<file path="src/rtl/down_timer_pkg.sv">
// -----------------------------------------------------------------------------
// down_timer_pkg
// Shared definitions for the down_timer block and its counter stages.
//
// Contents:
//   state_e      - timer control state (IDLE / RUN / EXPIRED)
//   NIBBLE_W     - width of one cascaded counter stage
//   NIBBLES_MIN  - smallest legal number of stages
//   NIBBLES_MAX  - largest legal number of stages
// -----------------------------------------------------------------------------
package down_timer_pkg;

   // Encodings are fixed so that software or a waveform viewer reading the
   // raw state bits sees the documented values.
   typedef enum logic [1:0] {
      ST_IDLE    = 2'd0,
      ST_RUN     = 2'd1,
      ST_EXPIRED = 2'd2
   } state_e;

   localparam int unsigned NIBBLE_W    = 4;
   localparam int unsigned NIBBLES_MIN = 1;
   localparam int unsigned NIBBLES_MAX = 8;

endpackage : down_timer_pkg

</file>
<file path="src/rtl/down_counter_stage.sv">
// -----------------------------------------------------------------------------
// down_counter_stage
// One 4-bit synchronous down-counter slice, cascadable through its borrow
// output. A slice decrements only when both enables are high; cascading bo
// into the next slice's ent forms a combinational lookahead borrow chain, so
// every slice of a wide counter updates on the same clock edge.
//
// Ports:
//   clk   in   1  clock, rising edge
//   rst   in   1  asynchronous active-high reset, clears the count
//   load  in   1  synchronous parallel load of D (wins over counting)
//   D     in   4  parallel load value
//   enp   in   1  count enable shared by all slices
//   ent   in   1  borrow-in from the less significant slice (1 for slice 0)
//   Q     out  4  current slice count
//   bo    out  1  borrow-out: slice is zero and borrow-in is active
// -----------------------------------------------------------------------------
module down_counter_stage
   import down_timer_pkg::*;
(
   input  logic                clk,
   input  logic                rst,
   input  logic                load,
   input  logic [NIBBLE_W-1:0] D,
   input  logic                enp,
   input  logic                ent,
   output logic [NIBBLE_W-1:0] Q,
   output logic                bo
);

   logic [NIBBLE_W-1:0] count_q;
   logic [NIBBLE_W-1:0] count_d;

   // NOTE: every variable written in an always_comb gets a default first, so
   // no path leaves it unassigned and no latch is inferred.
   always_comb begin
      count_d = count_q;
      if (load) begin
         count_d = D;
      end else if (enp && ent) begin
         // A slice wraps 0 -> 15 on its own; the top prevents the whole
         // counter from wrapping by dropping enp once every slice is zero.
         count_d = count_q - NIBBLE_W'(1);
      end
   end

   // NOTE: sequential state uses non-blocking assignments so every register
   // samples the pre-edge values, regardless of process evaluation order.
   always_ff @(posedge clk or posedge rst) begin
      if (rst) begin
         count_q <= '0;
      end else begin
         count_q <= count_d;
      end
   end

   assign Q  = count_q;
   assign bo = (count_q == '0) && ent;

endmodule : down_counter_stage

</file>
<file path="src/rtl/down_timer.sv">
// -----------------------------------------------------------------------------
// down_timer
// Programmable down-counting timer built from NIBBLES cascaded 4-bit slices.
// start loads a period P and enters RUN; each enabled cycle in RUN the count
// steps toward zero. The enabled cycle that finds the count at zero raises a
// one-cycle terminal-count pulse and either reloads the captured period
// (periodic=1) or parks in EXPIRED holding zero (periodic=0). stop aborts to
// IDLE holding the count. With en held high in periodic mode tc repeats every
// P+1 cycles.
//
// Parameters:
//   NIBBLES  number of 4-bit slices, legal 1..8; count width W = 4*NIBBLES
//
// Ports:
//   clk       in   1  clock, all state changes on the rising edge
//   rst       in   1  asynchronous active-high reset
//   P         in   W  period, captured on start
//   start     in   1  load P into count and period register, enter RUN
//   stop      in   1  abort to IDLE, count and period hold (beats start)
//   en        in   1  count enable / prescaler tick, ignored outside RUN
//   periodic  in   1  1 = reload at zero, 0 = one-shot; sampled every cycle
//   Q         out  W  current count (registered)
//   tc        out  1  registered one-cycle terminal-count pulse
//   running   out  1  high in RUN
//   expired   out  1  high in EXPIRED
// -----------------------------------------------------------------------------
module down_timer
   import down_timer_pkg::*;
#(
   parameter  int NIBBLES = 4,
   localparam int W       = NIBBLE_W * NIBBLES
)(
   input  logic         clk,
   input  logic         rst,
   input  logic [W-1:0] P,
   input  logic         start,
   input  logic         stop,
   input  logic         en,
   input  logic         periodic,
   output logic [W-1:0] Q,
   output logic         tc,
   output logic         running,
   output logic         expired
);

   // ---------------------------------------------------------------------
   // Control state, captured period and terminal-count register
   // ---------------------------------------------------------------------
   state_e       state_q, state_d;
   logic [W-1:0] per_q,   per_d;
   logic         tc_q,    tc_d;

   // ---------------------------------------------------------------------
   // Counter datapath
   // ---------------------------------------------------------------------
   logic [W-1:0]     count;     // concatenated slice outputs
   logic [NIBBLES:0] borrow;    // borrow[i] feeds slice i; top bit = all zero
   logic             zero;      // whole count is zero
   logic             count_tick;// an enabled RUN cycle with no start/stop
   logic             reload;    // periodic reload at zero
   logic             load;      // parallel load of every slice
   logic             enp;       // shared slice decrement enable
   logic [W-1:0]     load_val;  // P on start, captured period on reload

   // stop beats start beats counting, so a counting cycle needs both quiet.
   assign count_tick = (state_q == ST_RUN) && en && !stop && !start;

   // With slice 0's borrow-in tied high, the last borrow-out is the AND of
   // every slice being zero, i.e. a full-width zero detect.
   assign borrow[0] = 1'b1;
   assign zero      = borrow[NIBBLES];

   assign reload   = count_tick && zero && periodic;
   assign load     = (start && !stop) || reload;
   assign load_val = start ? P : per_q;

   // Counting stops at zero rather than wrapping; zero is handled above as
   // the reload / expiry point instead of as a decrement.
   assign enp = count_tick && !zero;

   for (genvar i = 0; i < NIBBLES; i++) begin : g_stage
      down_counter_stage u_stage (
         .clk  (clk),
         .rst  (rst),
         .load (load),
         .D    (load_val[NIBBLE_W*i +: NIBBLE_W]),
         .enp  (enp),
         .ent  (borrow[i]),
         .Q    (count[NIBBLE_W*i +: NIBBLE_W]),
         .bo   (borrow[i+1])
      );
   end : g_stage

   // ---------------------------------------------------------------------
   // Next-state logic
   // ---------------------------------------------------------------------
   always_comb begin
      state_d = state_q;
      per_d   = per_q;
      tc_d    = 1'b0;

      if (stop) begin
         state_d = ST_IDLE;
      end else if (start) begin
         state_d = ST_RUN;
         per_d   = P;
      end else if (count_tick && zero) begin
         // Terminal count: pulse tc; one-shot parks in EXPIRED with the
         // count held at zero, periodic stays in RUN (slices reload).
         tc_d = 1'b1;
         if (!periodic) begin
            state_d = ST_EXPIRED;
         end
      end
   end

   always_ff @(posedge clk or posedge rst) begin
      if (rst) begin
         state_q <= ST_IDLE;
         per_q   <= '0;
         tc_q    <= 1'b0;
      end else begin
         state_q <= state_d;
         per_q   <= per_d;
         tc_q    <= tc_d;
      end
   end

   // ---------------------------------------------------------------------
   // Outputs: all straight from registers
   // ---------------------------------------------------------------------
   assign Q       = count;
   assign tc      = tc_q;
   assign running = (state_q == ST_RUN);
   assign expired = (state_q == ST_EXPIRED);

endmodule : down_timer

</file>
<file path="config.mk">
export PLATFORM = sky130hd
export DESIGN_NAME = down_timer
export DESIGN_NICKNAME = d
export VERILOG_FILES = /design/src/rtl/down_timer_pkg.sv /design/src/rtl/down_counter_stage.sv /design/src/rtl/down_timer.sv
export SDC_FILE = /design/constraint.sdc
export NUM_CORES = 1
export LEC_CHECK = 0
export CAP_MARGIN = 20
export CELL_PAD_IN_SITES_DETAIL_PLACEMENT = 1
export CELL_PAD_IN_SITES_GLOBAL_PLACEMENT = 2
export CORE_ASPECT_RATIO = 1.1
export CORE_UTILIZATION = 30
export CTS_CLUSTER_SIZE = 30
export DETAILED_ROUTE_END_ITERATION = 10
export GPL_TIMING_DRIVEN = 0
export PLACE_DENSITY = 0.72
export SLEW_MARGIN = 5
export SYNTH_ARGS = -nofsm -noshare
export SYNTH_HDL_FRONTEND = slang
export SYNTH_SLANG_ARGS = --single-unit
</file>
<file path="constraint.sdc">
create_clock -name clk -period 4.3 [get_ports clk]
set_input_delay 0.43 -clock clk [delete_from_list [all_inputs] [get_ports clk]]
set_output_delay 0.43 -clock clk [all_outputs]
set_load 0.02 [all_outputs]
</file>
After elaboration in Yosys (flattened, before gate mapping)
Index checks and enable logic that the tools add are counted.
Cells by class
  reduce and logical (&&, ||, !) cells: 27
  add/subtract/negate cells: 4
  eq/ne operators: 3
  multiplexer cells: 16
Operators by type and width (number)
  two-way mux 4 bit: 8
  logical NOT 4 bit: 4
  two-way mux 16 bit: 1
  subtractor 4 x 1 -> 4 bit (second input constant): 4
  logical AND 1 bit: 13
  two-way mux 2 bit: 4
  nonzero test 2 bit: 4
  logical NOT 1 bit: 3
  two-way mux 1 bit: 3
  inequality test 3 bit (second input constant): 1
  nonzero test 3 bit: 1
  equality test 2 x 1 -> 1 bit (second input constant): 1
  equality test 2 bit (second input constant): 1
  AND reduction 2 bit: 1
  logical OR 1 bit: 1
Storage, ports and cells
  input bits: 22
  word-level logic and storage cells: 57
  register bits: 35
  output and inout bits: 19

Depth between registers and ports, before layout
Gate-level depths: netlist of the first run.
  depth in word-level cells: 9
  mapped depth: 9

By module
Synthesis of the first run repeated with hierarchy kept, for this count alone.
Second synthesis, totals
  cells, all modules: 185
  area total of the unflattened synthesis: 2092.0 um^2
By module, submodules not included
  down_counter_stage: area an instance 270.3 um^2, times used 4, cells each 28, sequential area each 100.1 um^2
  down_timer: area an instance 1011.0 um^2, times used 1, cells each 73, sequential area each 475.5 um^2

Worst setup path before layout of the first run
OpenSTA, ideal clock, no wires.
  path kind: register to register
  start point: register g_stage[3].u_stage.count_q[0]
  end point: register g_stage[3].u_stage.count_q[0]
  required time: 4180 ps
  period minus slack after synthesis: 2231 ps
  data arrival time: 2111 ps
  stages on the path, launching flop included: 8
  path slack: 2069 ps
  buffers on the path: 1
  cell sequence: dfrtp_1 inv_1 ha_1 or3b_2 buf_2 nor4_4 a31oi_2 a31o_1
On the way
  longest elaborated chain between the ends: 6
  elaborated cells on any way between the ends: 12
  classes of those cells: add/sub (1); mux (2); reduce/logical (9)
Ends and longest elaborated chain
  start: declaration: line down_counter_stage.sv:31  | logic [NIBBLE_W-1:0] count_q;
  start signal: assignment: line down_counter_stage.sv:53  | count_q <= count_d;
  branches (longest 6 deep; another with subtractor 4 x 1 -> 4 bit)
Parallel ways; which one is timed is not known. The select of a mux whose other input is x is not followed.
A chain may end at the register's enable or synchronous reset.

Worst setup path in the final report of the first run
  start point: register g_stage[0].u_stage.count_q[0]
  end point: register g_stage[1].u_stage.count_q[2]
On the way
  longest elaborated chain between the ends: 8
  elaborated cells on any way between the ends: 12
  classes of those cells: mux (1); reduce/logical (11)
Ends and longest elaborated chain
  start: declaration: line down_counter_stage.sv:31
  start signal: assignment: line down_counter_stage.sv:53
  logical NOT 4 bit *: line down_counter_stage.sv:58  | assign bo = (count_q == '0) && ent;
  logical AND 1 bit (3 in a row): line down_counter_stage.sv:58
  logical AND 1 bit or logical NOT 1 bit (tied branches): line down_timer.sv:73, down_timer.sv:79
  logical AND 1 bit, on equally long branches: line down_timer.sv:73, down_timer.sv:79
  logical OR 1 bit or logical AND 1 bit (tied branches): line down_timer.sv:74, down_counter_stage.sv:40
  two-way mux 4 bit or nonzero test 2 bit (tied branches)
  end signal: assignment: line down_counter_stage.sv:53
  end: declaration: line down_counter_stage.sv:31
Mark *: on every way between the ends. The rest lies on a longest branch, timed or not.

==> results.yml, run 1 <==
power:
  total_leakage_power_uw: 0.00104
  p_per_area_nw_per_um2: 363
  ir_drop_v: 0.000120
grt:
  grt_pass1_wl_um: 7870
  met2_usage_pct: 22.2
  grt_pass1_vias: 1504
  grt_overflow_total: 0
  gr-usage-all-layers_pct: 15.3
  grt_use_met1_pct: 22.3
  antenna_found_initial: 0
  busiest_layer: "met1"
  gr-usage-met3_pct: 2.51
  grt_max_degree: 36
worst_setup_path:
  crit_type: "flop to flop"
  worstPathRequired_ns: 4.51
  startpoint_type: "flop"
  worstPathMaxFanout: 10
  crit_path_start: "g_stage[0].u_stage.Q[0]"
  end_kind: "flop"
  r2r_start: "g_stage[0].u_stage.Q[0]"
  worstPathArrival_ns: 2.71
  worstRegToRegCells: 9
sta:
  drv_slew: 0
  final.setup_skew_ns: 0.00518
  period_share_pct: 58.3
  rsz0062_at_grt: "no"
  layout_min_cycle_time_ns: 2.51
  tns_ns: 0
  relSlewSlack_pct: 48.7
  worst_pin_slew_ns: 0.769
  hold_ws_ns: 0.504
  fmax_mhz: 399
  setup_viol: 0
  hold_viol_final: 0
logic_synthesis:
  seq_area_frac_synth_pct: 44.3
  syn_nets: 211
  synth_top_cell_by_area: "dfrtp_1"
  synthArstFlopShare_pct: 100
  synth_cells: 182
  synth_enable_flop_cells: 0
  yosysWarnings: 0
  ys.flop_type: "dfrtp_1"
  synth_area_leaders: "dfrtp_1, mux2_2, ha_1"
  synth_cell_types: 41
  synth_top_area_share_pct: 44.3
  syn_area_per_cell_um2: 10.9
  syn_area_um2: 1980
  ys_seq_elements: 35
floorplanning:
  core_area_um2: 6270
  row_count: 30
  initial_core_util_pct: 31.5
  fp.dieArea_um2: 6910
  die_w_um: 79.4
  pin_count: 41
  die_h_um: 87.1
worst_hold_path:
  hold_depth: 1
  hp-start: "per_q[12]"
  hp-class: "flop to flop"
layout:
  nNetsFinal: 258
  final_layout_size_suffix_gt1_share_pct: 19.3
  multi_input_area_um2: 1020
  areaGrowthSynthToFinish_pct: 29.0
  design_area_um2: 2550
  seq_area_um2: 876
  nFillCells: 708
  insertedDiodeCount: 0
place:
  port_buffers: 40
  gp_congestion: 0.709
  place_area_um2: 2480
  hpwl_um: 3440
detailed_routing:
  num_vias: 1456
  remaining_drc_errors: 0
  avgViaCountPerCell: 4.73
  drtPass1Iterations: 4
  wirelength_um: 4680
  wl_per_cell_um: 15.2
  drt_iter0_drc: 18
  antenna_left: 0
clocking:
  insertion_delay_ns: 0.29
  postCtsSetupBuffers: 0
  max-clock-path-buffers: 2
  path_clk_slew_ns: 0.07
  cts_max_level: 2
  cts_tree: "built"
  cts_resized: 0
  cts_buffers: 5
  cts-root-buf: "clkbuf_8"
  hold_buffers: 0
  clkSinkCount: 35
outcome:
  status: "completed"
job:
  drv_cap: 0
-- worst max-delay path, stage by stage (launching register included) --
cell and delay (ns):
dfrtp_1 0.39, inv_1 0.13, ha_1 0.18, or3b_1 0.34, buf_2 0.19, nor4_4 0.57
a31o_2 0.27, buf_4 0.17, nand2_1 0.09, o21ai_0 0.08
-- layer usage --
layer	share of wire, %	vias up
li1	-	723
met1	52	700
met2	43	26
met3	2.9	7
met4	1.9	0
met5	0	-
-- synth_stat cells (all sizes together), types with 3 or more instances --
library cell  number
dfrtp             35
mux2              27
nand2             15
o21ai             13
inv               10
xnor2              8
ha                 7
mux2i              7
nor2               7
buf                6
nor3               6
or3b               4
a21o               3
nand3              3
nor2b              3
xor2               3
-- layout make-up --
cell class	count	share of cell area, %
buffer	8	1.57
clock buffer	6	2.85
inverter	10	1.47
multi-input combinational	129	40.1
sequential	35	34.4
tap	80	3.93
timing repair buffer	40	15.7
-- path summary, 6_finish.rpt --
kind	endpoint	slack, ns
worst max-delay path	g_stage[1].u_stage.Q[2]	1.79
worst min-delay path	per_q[12]	0.50
worst max register to register	g_stage[1].u_stage.Q[2]	1.79
worst min register to register	per_q[12]	0.50
max in group asynchronous	g_stage[3].u_stage.Q[0]	3.20
min in group asynchronous	per_q[2]	0.61
-- flip-flops by register name, summed over array words and instances (netlist names) --
name               cells
tc                     1
per_q                 16
g_stage.u_stage.Q     16
state_q                2
-- layout by cell type, fill, tap and decap left out, drive strengths merged, types with 4 or more instances in the layout --
cell type / count
nand2: 15
inv: 10
or3b: 4
ha: 7
dfrtp: 35
clkbuf: 8
mux2i: 7
clkdlybuf4s50: 40
xnor2: 8
nor2: 7
o21ai: 13
nor3: 6
buf: 6
mux2: 27
-- power breakdown --
group	internal, uW	leakage (uW)	switching, uW
clock network	108	0.0000371	112
registers	379	0.000427	38.3
logic	149	0.000571	138
-- kinds of logic (layout without fill, tap and decap cells) --
logic type	Yosys count	count (layout)	share of synthesized area, %
buf+inv	18	64	3.93
fa+ha+maj	7	7	4.43
xor+xnor	11	11	4.88
flops	35	35	44.3
compound gates	22	22	6.90
mux	34	34	18.9
simple gates	55	55	16.6
-- through the flow --
step / total power [uW] / cells / setup WS (ns) / utilization, %
2_1_floorplan: 591 / 182 / 2.07 / -
3_3_place_gp: 706 / 302 / 1.50 / 39.5
3_5_place_dp: 711 / 302 / 1.54 / 39.5
4_1_cts: 940 / 308 / 1.75 / 40.7
5_1_grt: 984 / 308 / 1.56 / 40.7
6_report: 924 / 308 / 1.79 / 40.7
Power figures use the tool's default switching activity.
==> inputs of run 2 (changes only) <==
==> constraint.sdc (replaced) <==
create_clock -name clk -period 2.6 [get_ports clk]
set_input_delay 0.26 -clock clk [delete_from_list [all_inputs] [get_ports clk]]
set_output_delay 0.26 -clock clk [all_outputs]
set_load 0.02 [all_outputs]
==> run 2 against run 1 <==
Combinational power rose by 65%. Sequential share of layout area fell by 0.10 points. Critical path depth down 3. Register-to-register slack got worse by 1.5 ns. Sequential power up 65%. Clock power is 65% higher. Worst setup slack got worse by 1.5 ns. Die area unchanged. Global-route usage unchanged. Final area grew 0.29%. Wire length decreased by 0.15%. Final cell count grew 0.32%. Critical path type is now primary input to flop. Largest cell class unchanged. Highest routed layer unchanged.
==> results.yml, run 2 (same netlist as run 1, synthesis figures left out) <==
grt:
  gr-usage-all-layers_pct: 15.3
  grt_overflow_total: 0
  grt_pass1_vias: 1504
  grt_pass1_wl_um: 7870
  grt_max_degree: 36
  antenna_found_initial: 0
job:
  drv_cap: 0
clocking:
  path_clk_slew_ns: 0.06
  clkSinkCount: 35
  hold_buffers: 0
  cts_tree: "built"
  cts_max_level: 2
  cts_buffers: 5
  cts-root-buf: "clkbuf_8"
  max-clock-path-buffers: 2
  cts_resized: 0
  insertion_delay_ns: 0.29
power:
  switchingPower_uw: 477
  p_int_uw: 1050
  share_seq_of_total_power_pct: 45.2
  clkPwrFrac_pct: 23.8
  ir_drop_v: 0.000199
  p_per_area_nw_per_um2: 598
  power_uw: 1530
  swShare_pct: 31.2
  power_frac_comb_pct: 31.0
  total_leakage_power_uw: 0.00104
detailed_routing:
  num_vias: 1463
  antenna_left: 0
  remaining_drc_errors: 0
  wl_per_cell_um: 15.1
  wirelength_um: 4670
  drtPass1Iterations: 4
  drt_iter0_drc: 13
  avgViaCountPerCell: 4.73
floorplanning:
  pin_count: 41
  die_h_um: 87.1
  row_count: 30
  initial_core_util_pct: 31.5
  core_area_um2: 6270
  fp.dieArea_um2: 6910
  die_w_um: 79.4
place:
  gp_congestion: 0.709
  hpwl_um: 3440
  dp_worst_setup_slack_ns: 0.00640
  dp.cells: 302
  port_buffers: 40
worst_setup_path:
  worstPathArrival_ns: 2.50
  end_kind: "flop"
  worstPathMaxFanout: 6
  startpoint_type: "primary input"
  worstPathRequired_ns: 2.78
  crit_type: "primary input to flop"
sta:
  hold_viol_final: 0
  setup_slack_ns: 0.279
  final.setup_skew_ns: 0.00527
  relSlewSlack_pct: 48.6
  worst_pin_slew_ns: 0.769
  layout_min_cycle_time_ns: 2.32
  drv_slew: 0
  fmax_mhz: 431
  setup_viol: 0
  rsz0062_at_grt: "no"
  period_share_pct: 89.3
layout:
  nNetsFinal: 259
  final_cell_mix: "clkdlybuf4s50_1, dfrtp_1, mux2_2, nand2_1, o21ai_0"
  final_util_pct: 40.8
  final_layout_size_suffix_gt1_share_pct: 19.7
  areaGrowthSynthToFinish_pct: 29.4
  stdcell_count: 309
  insertedDiodeCount: 0
  final_common_cell: "clkdlybuf4s50_1"
outcome:
  status: "completed"
worst_hold_path:
  hp-class: "primary input to async pin"
-- run 2: area by class of cell --
type	count	area, um^2
fillers	708	3710
plain buffers	8	40.0
flip-flops and latches	35	876
repair buffers	41	408
inverters	10	37.5
clock buffers	6	72.6
multi-input cells	129	1020
well taps	80	100
-- run 2: worst paths after layout --
check / start / to / slack [ns] / cells past startpoint
min: rst / per_q[2] / 0.44 / 2
max: stop / g_stage[2].u_stage.Q[1] / 0.28 / 6
max reg2reg: g_stage[3].u_stage.Q[0] / g_stage[1].u_stage.Q[0] / 0.30 / 10
min in group clk: per_q[12] / per_q[12] / 0.50 / 1
min reg2reg: per_q[12] / per_q[12] / 0.50 / 1
max in group asynchronous: rst / g_stage[3].u_stage.Q[0] / 1.67 / 2
-- run 2: critical path, cell delays in order --
cell	delay, ns
clkdlybuf4s50_1	0.51
nor4b_2	0.49
nand2_1	0.27
nor4_1	0.59
mux2i_1	0.17
a21o_1	0.20
-- run 2: through the flow --
stage	instance area, um^2	setup TNS [ns]	hold slack, ns
2_1_floorplan	1980	0	0.326
3_3_place_gp	2480	-0.0270	0.485
3_5_place_dp	2480	0	0.496
4_1_cts	2550	0	0.463
5_1_grt	2560	0	0.515
6_report	2560	0	0.439
-- run 2: repair_timing --
action                                 CTS  global route
endpoints found under the hold margin    0             0
setup endpoints to repair                0            16
setup buffers                            0             1
-- run 2: routing by layer --
layer	vias to the layer above	GRT usage (%)	wire length, um
met5	-	0	0
met4	0	6.45	90
met3	7	2.51	137
met2	26	22.2	2030
met1	704	22.3	2410
li1	726	-	-
-- run 2: power groups by stage --
stage | Combinational (uW) | Sequential, uW | Clock (uW)
floorplan | 234 | 743 | 0
global placement | 469 | 700 | 0
detailed placement | 474 | 702 | 0
CTS | 482 | 692 | 381
global route | 521 | 702 | 406
finish | 474 | 690 | 363
